<file path="config.mk">
export PLATFORM = sky130hd
export DESIGN_NAME = bullet_pixel_fetch
export DESIGN_NICKNAME = d
export VERILOG_FILES = /design/src/rtl/bullet_pixel_fetch.sv
export SDC_FILE = /design/constraint.sdc
export NUM_CORES = 1
export LEC_CHECK = 0
export CORE_MARGIN = 5
export CORE_UTILIZATION = 40
export CTS_CLUSTER_DIAMETER = 100
export DETAILED_ROUTE_END_ITERATION = 16
export PLACE_DENSITY = 0.73
export REMOVE_ABC_BUFFERS = 1
export SYNTH_ARGS = -nofsm -noshare
export SYNTH_HDL_FRONTEND = slang
export SYNTH_SLANG_ARGS = --single-unit
</file>
<file path="constraint.sdc">
create_clock -name Clk -period 6 [get_ports Clk]
set_input_delay 1.2 -clock Clk [delete_from_list [all_inputs] [get_ports Clk]]
set_output_delay 1.2 -clock Clk [all_outputs]
set_load 0.01 [all_outputs]
</file>
<file path="src/rtl/bullet_pixel_fetch.sv">
// ----------------------------------------------------------------------------
// bullet_pixel_fetch : per-pixel bullet sprite lookup, 3-stage fixed latency
// Revision 1.0
// ----------------------------------------------------------------------------
`default_nettype none

module bullet_pixel_fetch #(
  parameter int NUM_BULLETS = 4,
  parameter int SPR_W       = 8,
  parameter int SPR_H       = 8
) (
  input  logic                                Clk,
  input  logic                                Reset,
  input  logic                                frame_start,
  input  logic                                pixel_valid,
  input  logic [9:0]                          DrawX,
  input  logic [9:0]                          DrawY,
  input  logic [NUM_BULLETS*10-1:0]           bullet_x,
  input  logic [NUM_BULLETS*10-1:0]           bullet_y,
  input  logic [NUM_BULLETS-1:0]              bullet_active,
  output logic [$clog2(SPR_W*SPR_H)-1:0]      rom_addr,
  input  logic [3:0]                          rom_data,
  output logic                                out_valid,
  output logic [3:0]                          index,
  output logic                                bullet_hit
);

  localparam int XW = $clog2(SPR_W);
  localparam int YW = $clog2(SPR_H);

  logic [NUM_BULLETS*10-1:0] r_sx;
  logic [NUM_BULLETS*10-1:0] r_sy;
  logic [NUM_BULLETS-1:0]    r_sa;

  logic                      r_s1_valid;
  logic                      r_s1_hit;
  logic [XW-1:0]             r_offx;
  logic [YW-1:0]             r_offy;
  logic                      r_s2_valid;
  logic                      r_s2_hit;

  logic [NUM_BULLETS-1:0]    w_cover;
  logic                      w_any;
  logic [XW-1:0]             w_offx;
  logic [YW-1:0]             w_offy;

  // Bounds use 11-bit sums so sprites near the right/bottom edge never wrap.
  generate
    for (genvar i = 0; i < NUM_BULLETS; i++) begin : g_slot
      logic [10:0] w_bx;
      logic [10:0] w_by;
      assign w_bx = {1'b0, r_sx[10*i +: 10]};
      assign w_by = {1'b0, r_sy[10*i +: 10]};
      assign w_cover[i] = r_sa[i]
                          && ({1'b0, DrawX} >= w_bx) && ({1'b0, DrawX} < w_bx + 11'(SPR_W))
                          && ({1'b0, DrawY} >= w_by) && ({1'b0, DrawY} < w_by + 11'(SPR_H));
    end
  endgenerate

  assign w_any = |w_cover;

  // Scan high to low so the lowest-numbered covering slot wins.
  always_comb begin
    w_offx = '0;
    w_offy = '0;
    for (int i = NUM_BULLETS - 1; i >= 0; i--) begin
      if (w_cover[i]) begin
        w_offx = DrawX[XW-1:0] - r_sx[10*i +: XW];
        w_offy = DrawY[YW-1:0] - r_sy[10*i +: YW];
      end
    end
  end

  assign rom_addr = r_s1_hit ? {r_offy, r_offx} : '0;

  always_ff @(posedge Clk or posedge Reset) begin
    if (Reset) begin
      r_sx       <= '0;
      r_sy       <= '0;
      r_sa       <= '0;
      r_s1_valid <= 1'b0;
      r_s1_hit   <= 1'b0;
      r_offx     <= '0;
      r_offy     <= '0;
      r_s2_valid <= 1'b0;
      r_s2_hit   <= 1'b0;
      out_valid  <= 1'b0;
      index      <= 4'd0;
      bullet_hit <= 1'b0;
    end else begin
      if (frame_start) begin
        r_sx <= bullet_x;
        r_sy <= bullet_y;
        r_sa <= bullet_active;
      end
      r_s1_valid <= pixel_valid;
      r_s1_hit   <= w_any;
      r_offx     <= w_offx;
      r_offy     <= w_offy;
      r_s2_valid <= r_s1_valid;
      r_s2_hit   <= r_s1_hit;
      out_valid  <= r_s2_valid;
      index      <= (r_s2_valid && r_s2_hit) ? rom_data : 4'd0;
      bullet_hit <= r_s2_valid && r_s2_hit && (rom_data != 4'd0);
    end
  end

endmodule

`default_nettype wire

</file>
==> metrics.cfg <==
[synthesis]
synth_area_leader_cell=dfrtp_1
async_flop_share_pct=100
synth_ff_type=dfrtp_1
ys_seq_elements=100
yosys_warnings=0
yosys.area.top_type_share_pct=31.8
ys_seq_area_share_pct=31.8
synth_edf_count=0
ys_top_cells_by_area=dfrtp_1 32%, ha_1 23%, o21ai_0 5.6%, xnor2_1 4.6%, inv_1 4.5%
avgSynthCellArea_um2=9.24
syn_area_mm2=0.00788
syn_inst=852
ys_types=60

[hold_path]
hold_class=flop to flop

[setup_path]
crit_path_end_kind=flop
worstSetupPathType=input port to flop
cp_max_fo=6
cp_slowest_cell=clkdlybuf4s50_1
startpoint_type=input port
worstPathArrival_ns=4.18
cp.required_ns=6.21
crit_chain=clkdlybuf4s50_1, inv_1, fa_1, a21boi_0, o221ai_1, a221oi_1, a311oi_1, a211oi_2, a2111oi_0, a221oi_1
crit_top_cell=a221oi_1
cp_slowest_stage_delay_ns=0.62
cpLargestDelayFamily=compound AO/OA/AOI/OAI gates
crit_buf_inv=2

[clock_network]
cts_max_path_buffers=2
worstSkewPairLatency_ns=0.36
cts_tree=done
root_buffer=clkbuf_16
h-tree-depth=3
cts_resized=0
cts_made_buffers=9
cts_setup_buffers=0
hold_buffers=0
clk_pin_slew_ns=0.08
cts.sinks=100

[die]
pin_count=124
core-area_mm2=0.0194
dieArea_mm2=0.0226
die_x_um=150
fp.dieH_um=150
num_rows=51
start_util_pct=40.6

[pwr]
p_per_area_mw_per_mm2=210
p_clk_share_pct=29.8
p_int_mw=1.37
ir_worst_vdd_mv=0.157
power_mw=2.04
p_sw_share_pct=32.7
leakage_nw=4.53
switching_power_mw=0.667
seqPwrFrac_pct=38.7
power.share.combinational_pct=31.5

[drt]
viasPerCell=5.26
drc=0
num_vias=6527
wl_per_cell_um=16.2
dr.pass1.iters=5
drtIter0Drc=344
wirelength_um=20200
drt.antenna.violating_nets=0

[grt]
grt_pass1_vias=6616
grt_max_degree=63
overflow=0
grt_util_all_layers_pct=18.4
grt_antenna_before_repair=0
grt_pass1_wl_um=33200

[sta]
hold_violations=0
setup_viol=0
rsz0062_at_grt=no
setup_ws_ns=2.04
fin_skew_ns=0.0101
period_needed_ns=3.96
drv_slew=0
relSlewSlack_pct=54.9
tightest_slew_ns=0.676
period_share_pct=66.1
setup_tns_ns=0
fmax_ghz=0.252
whs_ns=0.360

[cells_and_area]
layout.nets=1235
layout_common_cells=144 x ha_1, 122 x clkdlybuf4s50_1, 100 x dfrtp_1
final_common_cell=ha_1
antennaDiodeCount=0
areaGrowthSynthToFinish_pct=23.1
drive_gt1_share_pct=4.82
design_area_mm2=0.00970

[run]
maxCapViolations=0

[place]
place.gp.congestion=0.887
io_buffers=123
pre_cts_ws_ns=1.67
place_area_mm2=0.00939
post-dp-hpwl_um=16000

[run_status]
status=completed

## synth_stat cells, types with 10 or more instances
cell      number
a211oi_1      10
a21o_1        13
a21oi_1       28
and3_1        12
clkbuf_1      16
dfrtp_1      100
ha_1         144
inv_1         95
mux2_2        12
nand2_1       88
nand3_1       27
nor2_1        23
nor3_1        17
o21ai_0       88
xnor2_1       41
## stage by stage
stage | cells | util (%)
final | 1241 | 50.0
after global routing | 1241 | 50.0
after CTS | 1241 | 50.0
after detailed placement | 1225 | 48.4
after global placement | 1225 | 48.4
after floorplan | 834 | -
## worst paths after layout
path                       startpoint          to  slack, ns  cells after the start
max in group asynchronous       Reset    r_sx[35]       3.62                      3
hold reg to reg            r_s1_valid  r_s2_valid       0.36                      0
min in group asynchronous       Reset   out_valid       1.30                      2
hold / removal             r_s1_valid  r_s2_valid       0.36                      0
setup / recovery             DrawY[1]   r_offy[0]       2.04                     10
setup reg to reg             r_sy[13]   r_offx[2]       2.77                     11
## registers in the layout (all words and copies together), names as in the netlist
signal,count
r_sx,40
r_s2_valid,1
bullet_hit,1
r_s1_valid,1
r_s2_hit,1
r_s1_hit,1
r_sy,40
index,4
r_offx,3
out_valid,1
r_sa,4
r_offy,3
## power groups by stage
stage	clock network [mW]	registers, mW	logic, mW
floorplan	0	0.787	0.405
global placement	0	0.799	0.624
detailed placement	0	0.801	0.638
CTS	0.617	0.788	0.645
global route	0.652	0.799	0.728
finish	0.607	0.789	0.642
## per-layer routing
metal | global-route usage (%) | wire (um) | up-vias
met1 | 24.8 | 9560 | 3085
li1 | - | - | 3285
met2 | 30.8 | 9460 | 135
met4 | 4.12 | 270 | 0
met3 | 3.55 | 882 | 22
met5 | 0 | 0 | -
## cell families (layout without fill, tap and decap cells)
group                      after synthesis  after routing  share of synthesized area [%]
and+or+nand+nor                        214            214                           13.2
AOI/OAI and AO/OA                      213            213                           17.7
adders and majority gates              152            152                           24.9
buffers and inverters                  113            237                           5.40
DFF                                    100            100                           31.8
xor gates and xnor gates                48             48                           5.34
muxes                                   12             12                           1.72
## cell type report
type,instances,area (um^2)
fillers,1851,9700
multi-input cells,639,4950
flip-flops and latches,100,2500
repair buffers,126,1250
inverters,95,359
well taps,265,332
clock buffers,9,225
clock inverters,7,77.6
Power figures use the tool's default switching activity.
